### src/rtl/frag_shade_reorder.sv
// Texture-fetch reorder buffer with per-channel modulate/bias shading; fragments retire in allocation order.
// Optional alpha test enabled by defining FRAG_ALPHA_TEST_EN.
module frag_shade_reorder #(
  parameter int unsigned TAG_BITS = 5,
  parameter int unsigned ADDR_W   = 32,
  parameter int unsigned NCH      = 4,
  parameter int unsigned CH_W     = 8
) (
  input  logic                    clk,
  input  logic                    rst,
  input  logic                    in_valid,
  output logic                    in_ready,
  input  logic [ADDR_W-1:0]       in_tex_addr,
  input  logic [NCH*CH_W-1:0]     in_mod,
  input  logic [NCH*CH_W-1:0]     in_bias,
  output logic                    tmu_req_valid,
  input  logic                    tmu_req_ready,
  output logic [ADDR_W-1:0]       tmu_req_addr,
  output logic [TAG_BITS-1:0]     tmu_req_tag,
  input  logic                    tmu_rsp_valid,
  input  logic [TAG_BITS-1:0]     tmu_rsp_tag,
  input  logic [NCH*CH_W-1:0]     tmu_rsp_color,
  input  logic [CH_W-1:0]         alpha_ref,
  output logic                    out_valid,
  input  logic                    out_ready,
  output logic [NCH*CH_W-1:0]     out_color,
  output logic                    out_kill,
  output logic [TAG_BITS:0]       occupancy,
  output logic                    err
);

  localparam int unsigned DEPTH = 1 << TAG_BITS;
  localparam int unsigned CW    = NCH * CH_W;
  localparam logic [TAG_BITS:0] FULL = (TAG_BITS + 1)'(DEPTH);

  logic [TAG_BITS-1:0] head_q, head_d;
  logic [TAG_BITS-1:0] tail_q, tail_d;
  logic [TAG_BITS:0]   occ_q, occ_d;
  logic [DEPTH-1:0]    done_q, done_d;
  logic                err_q, err_d;
  logic                req_valid_q, req_valid_d;
  logic [ADDR_W-1:0]   req_addr_q, req_addr_d;
  logic [TAG_BITS-1:0] req_tag_q, req_tag_d;
  logic                out_valid_q, out_valid_d;
  logic [CW-1:0]       out_color_q, out_color_d;
  logic                out_kill_q, out_kill_d;

  logic [CW-1:0] mod_mem  [DEPTH];
  logic [CW-1:0] bias_mem [DEPTH];
  logic [CW-1:0] tex_mem  [DEPTH];

  logic                accept;
  logic                retire;
  logic                rsp_ok;
  logic [TAG_BITS-1:0] rsp_off;
  logic [CW-1:0]       shaded;
  logic                shaded_kill;
  logic [2*CH_W-1:0]   prod;
  logic [CH_W:0]       sum;

  assign in_ready = (occ_q < FULL) && (!req_valid_q || tmu_req_ready);
  assign accept   = in_valid && in_ready;

  // A tag is live when its distance from head (mod DEPTH) is below the occupancy.
  assign rsp_off = tmu_rsp_tag - head_q;
  assign rsp_ok  = tmu_rsp_valid && ({1'b0, rsp_off} < occ_q) && !done_q[tmu_rsp_tag];

  assign retire  = (occ_q != '0) && done_q[head_q] && (!out_valid_q || out_ready);

  always_comb begin
    shaded = '0;
    prod   = '0;
    sum    = '0;
    for (int unsigned c = 0; c < NCH; c++) begin
      prod = (2*CH_W)'(tex_mem[head_q][c*CH_W +: CH_W]) *
             (2*CH_W)'(mod_mem[head_q][c*CH_W +: CH_W]);
      sum  = (CH_W+1)'(prod[2*CH_W-1:CH_W]) + (CH_W+1)'(bias_mem[head_q][c*CH_W +: CH_W]);
      shaded[c*CH_W +: CH_W] = sum[CH_W] ? '1 : sum[CH_W-1:0];
    end
  end

`ifdef FRAG_ALPHA_TEST_EN
  assign shaded_kill = shaded[(NCH-1)*CH_W +: CH_W] < alpha_ref;
`else
  logic unused_alpha;
  assign unused_alpha = ^alpha_ref;
  assign shaded_kill  = 1'b0;
`endif

  always_comb begin
    head_d      = head_q;
    tail_d      = tail_q;
    occ_d       = occ_q;
    done_d      = done_q;
    err_d       = err_q;
    req_valid_d = req_valid_q;
    req_addr_d  = req_addr_q;
    req_tag_d   = req_tag_q;
    out_valid_d = out_valid_q;
    out_color_d = out_color_q;
    out_kill_d  = out_kill_q;

    if (rsp_ok) begin
      done_d[tmu_rsp_tag] = 1'b1;
    end else if (tmu_rsp_valid) begin
      err_d = 1'b1;
    end

    if (accept) begin
      done_d[tail_q] = 1'b0;
      tail_d         = tail_q + TAG_BITS'(1);
      req_valid_d    = 1'b1;
      req_addr_d     = in_tex_addr;
      req_tag_d      = tail_q;
    end else if (req_valid_q && tmu_req_ready) begin
      req_valid_d = 1'b0;
    end

    if (retire) begin
      head_d      = head_q + TAG_BITS'(1);
      out_valid_d = 1'b1;
      out_color_d = shaded;
      out_kill_d  = shaded_kill;
    end else if (out_valid_q && out_ready) begin
      out_valid_d = 1'b0;
    end

    case ({accept, retire})
      2'b10:   occ_d = occ_q + (TAG_BITS+1)'(1);
      2'b01:   occ_d = occ_q - (TAG_BITS+1)'(1);
      default: occ_d = occ_q;
    endcase
  end

  always_ff @(posedge clk) begin
    if (rst) begin
      head_q      <= '0;
      tail_q      <= '0;
      occ_q       <= '0;
      done_q      <= '0;
      err_q       <= 1'b0;
      req_valid_q <= 1'b0;
      req_addr_q  <= '0;
      req_tag_q   <= '0;
      out_valid_q <= 1'b0;
      out_color_q <= '0;
      out_kill_q  <= 1'b0;
    end else begin
      head_q      <= head_d;
      tail_q      <= tail_d;
      occ_q       <= occ_d;
      done_q      <= done_d;
      err_q       <= err_d;
      req_valid_q <= req_valid_d;
      req_addr_q  <= req_addr_d;
      req_tag_q   <= req_tag_d;
      out_valid_q <= out_valid_d;
      out_color_q <= out_color_d;
      out_kill_q  <= out_kill_d;
    end
  end

  always_ff @(posedge clk) begin
    if (accept) begin
      mod_mem[tail_q]  <= in_mod;
      bias_mem[tail_q] <= in_bias;
    end
  end

  always_ff @(posedge clk) begin
    if (rsp_ok) begin
      tex_mem[tmu_rsp_tag] <= tmu_rsp_color;
    end
  end

  assign tmu_req_valid = req_valid_q;
  assign tmu_req_addr  = req_addr_q;
  assign tmu_req_tag   = req_tag_q;
  assign out_valid     = out_valid_q;
  assign out_color     = out_color_q;
  assign out_kill      = out_kill_q;
  assign occupancy     = occ_q;
  assign err           = err_q;

endmodule

### config.mk
export PLATFORM = sky130hd
export DESIGN_NAME = frag_shade_reorder
export DESIGN_NICKNAME = d
export VERILOG_FILES = /design/src/rtl/frag_shade_reorder.sv
export SDC_FILE = /design/constraint.sdc
export NUM_CORES = 2
export LEC_CHECK = 0
export CAP_MARGIN = 20
export CORE_MARGIN = 2
export CORE_UTILIZATION = 62
export DETAILED_ROUTE_END_ITERATION = 6
export MAX_ROUTING_LAYER = met4
export PLACE_DENSITY = 0.86
export SLEW_MARGIN = 0
export SYNTH_ARGS = -nofsm -noshare
export SYNTH_HDL_FRONTEND = slang
export SYNTH_SLANG_ARGS = --single-unit
export TNS_END_PERCENT = 30
### constraint.sdc
create_clock -name clk -period 10.87 [get_ports clk]
set_input_delay 1.087 -clock clk [delete_from_list [all_inputs] [get_ports clk]]
set_output_delay 1.087 -clock clk [all_outputs]
set_load 0.05 [all_outputs]
==> results.md <==
- Outcome: finished with violations
- Failing checks: design-rule violations
- Max layer used: met4
- Post-Synth XOR/XNOR Area: 0.00490
- Post-Synthesis Cells: 6,104
- Final setup viols: 0
- RSZ-0062 raised after global routing: no
- Most common cell after layout, fill and taps aside: edfxtp_1
- Fin cells: 9,640
- WS Path Type: reg -> reg
- Row count: 168
- Post-route ant nets: 0
- Highest Clock Rate: 95.3 MHz
- PortBufs: 217
- Largest net degree at the start of global routing: 111
- Yosys top cell by area: edfxtp_1
- CTS tree: built
- Tcrit/Tclk final: 0.965
- Hold crit path type: reg -> reg
- H-tree level count: 5
- Share of the synthesized area in the top cell type: 0.707
- Grt ovf: 0
- Post-CTS sizing: 0
- Distinct cells, synth: 77
- Starting DRT DRC Count: 14,000
- CP max stage delay: 950 ps
- Worst-Skew Late Latency: 990 ps
- Cts hold-fix bufs: 0
- Layout cell share with drive strength beyond 1: 0.261
- CTS clock-pin slew for the worst setup and hold paths: 70 ps
- Post-synthesis simple-gate area fraction: 0.0231
- Most frequent CP cell: fa_1
- CP Launch Type: register
- Post-synthesis sequential area ratio: 0.726
- Synth Area per Inst: 21.4 um^2
- CP arrival: 11,350 ps
- HPWL Detailed: 189,000 um
- Core footprint: 209,000 um^2
- M1 WL: 118,000 um
- YS warnings: 0
- CP Data Required Time: 11,740 ps
- Initial antenna violation count: 42
- Drt pass-1 iters: 7
- Setup Skew: 101 ps
- Metal2 WL: 192,000 um
- Die X: 463 um
- Met3 WL: 57,500 um
- Peak supply drop: 0.000243 V
- Setup Buffers After CTS: 0
- Die area: 214,000 um^2
- Routed WL: 396,000 um
- Filler instances: 11,200
- PwrDens: 187 nW/um^2
- GRT Total Usage: 0.372
- Post-synthesis adder-cell area fraction: 0.0399
- Vias in the first global route: 73,000
- Die H: 463 um
- Top FF cell, synth: edfxtp_1
- Final hold viol count: 0
- Multiplexer share of the synthesized area: 0.174
- Vias per cell: 7.47
- Asr flop ratio synth: 0
- Critical Path Sink Type: register
- Final Wtd Congestion: 0.873
- Critical path fanouts, max: 40
- Cells after DPL: 9,025
- Synth area leaders: edfxtp_1, mux4_2, fa_1
- CTS Root Cell: clkbuf_16
- Longest Clk Path Bufs: 4
- Final Max Tran Viols: 0
- Synth-to-layout area growth: 12.9%
- Largest family of logic cells by synthesized area: multiplexers
- IO Pins: 227
- First-pass GRT wire length: 541,000 um
- Leakage power: 46.3 nW
- Slew @ Worst Pin: 1220 ps
- Register bit total from synthesis: 3,197
- Most frequent cells in the layout: edfxtp_1, mux4_2, clkbuf_16
- Number of flops mapped to enable cells by yosys: 3,072
- Dpl ws: 1200 ps
- Number of CTS-inserted buffers: 321
- Synthesized area: 130,000 um^2
- Post-route setup TNS: 0 ps
- Final min period: 10,490 ps
- DR WL/cell: 41.0 um
- Slowest-stage cell, CP: dfxtp_4
- Vias: 72,000
- Post-synthesis net count: 6,579
- Nets: 7,036
- Clk sinks: 3,197
- Complex-gate fraction of the synthesized area: 0.0161
- Max-cap violations: 0
- Starting Density: 0.623
- Final WS setup: 381 ps
- Worst slew margin: 0.188
- Drt drc: 52
## registers in the layout, indices dropped and copies added (netlist names), 6 cells and up, named ones only
register and cells:
occupancy 6, tmu_req_addr 32, mod_mem 1024, bias_mem 1024, done_q 32, tex_mem 1024
out_color 32
## cells in the mapped netlist (10+ instances only)
master / number
or2_2: 30
nand2b_1: 16
buf_2: 147
nand3b_1: 10
nand2_1: 127
inv_1: 159
nor3_1: 42
edfxtp_1: 3072
or2_1: 30
mux4_2: 914
clkbuf_1: 73
nand3_1: 22
o221a_2: 24
xor2_1: 22
xnor2_1: 51
a21o_1: 26
buf_4: 13
dfxtp_1: 125
fa_1: 146
ha_1: 182
mux2i_2: 49
buf_1: 21
nor2b_1: 13
mux2_2: 40
o21bai_1: 13
nor2_1: 310
a21oi_1: 135
buf_6: 18
mux2i_1: 97
a22oi_1: 25
o21ai_0: 32
## final cells by class
class	instances	area, um^2	area share
inverters	160	601	0.00408
flip-flops and latches	3197	94800	0.643
well taps	2805	3510	0.0238
clock buffers	394	8550	0.0580
diodes	43	108	0.000730
clock inverters	160	1590	0.0108
multi-input cells	2472	34200	0.232
repair buffers	409	4060	0.0275
## worst max-delay path, delay by kind of cell, from the launching register on
family	cells	cell delay, ps
adder cells (fa/ha/maj)	7	2840
AO/OA/AOI/OAI	7	1750
multiplexers	3	1600
AND/OR/NAND/NOR	6	1420
buffers and inverters	5	1400
flip-flops	1	950
XOR/XNOR	1	320
## path summary, 6_finish.rpt
kind             startpoint              to  slack, ps  cells after the start
max                register    out_color[9]        380                     29
min          tmu_req_tag[0]  tmu_req_tag[0]        450                      2
min reg2reg  tmu_req_tag[0]  tmu_req_tag[0]        450                      2
max reg2reg        register    out_color[9]        380                     29
## cell families (layout without fill, tap and decap cells)
| logic type | after synthesis | count (layout) |
|---|---|---|
| other | 1 | 44 |
| adder cells (fa/ha/maj) | 328 | 328 |
| buffers and inverters | 435 | 1123 |
| AND/OR/NAND/NOR | 654 | 654 |
| AO/OA/AOI/OAI | 314 | 314 |
| XOR/XNOR | 73 | 73 |
| multiplexers | 1102 | 1102 |
| flip-flops | 3197 | 3197 |
## layer usage
metal,global-route usage,up-vias
met3,0.0935,1938
met2,0.578,7796
met1,0.451,36300
met5,-,-
met4,0.206,0
li1,-,26000
## report_power, final
part           switching [W]  total [W]  internal (W)
sequential         0.0000317     0.0136        0.0136
combinational        0.00191    0.00285      0.000933
clock                0.00482     0.0111       0.00631
## per-stage QoR
stage / area (um^2) / util / hold WS (ps) / power, W
after floorplan: 130000 / - / 490 / 0.0153
after global placement: 137000 / 0.653 / 442 / 0.0161
after detailed placement: 137000 / 0.653 / 450 / 0.0162
after CTS: 147000 / 0.702 / 455 / 0.0273
after global routing: 147000 / 0.704 / 473 / 0.0280
final: 147000 / 0.704 / 454 / 0.0276
(Power assumes the default switching activity.)
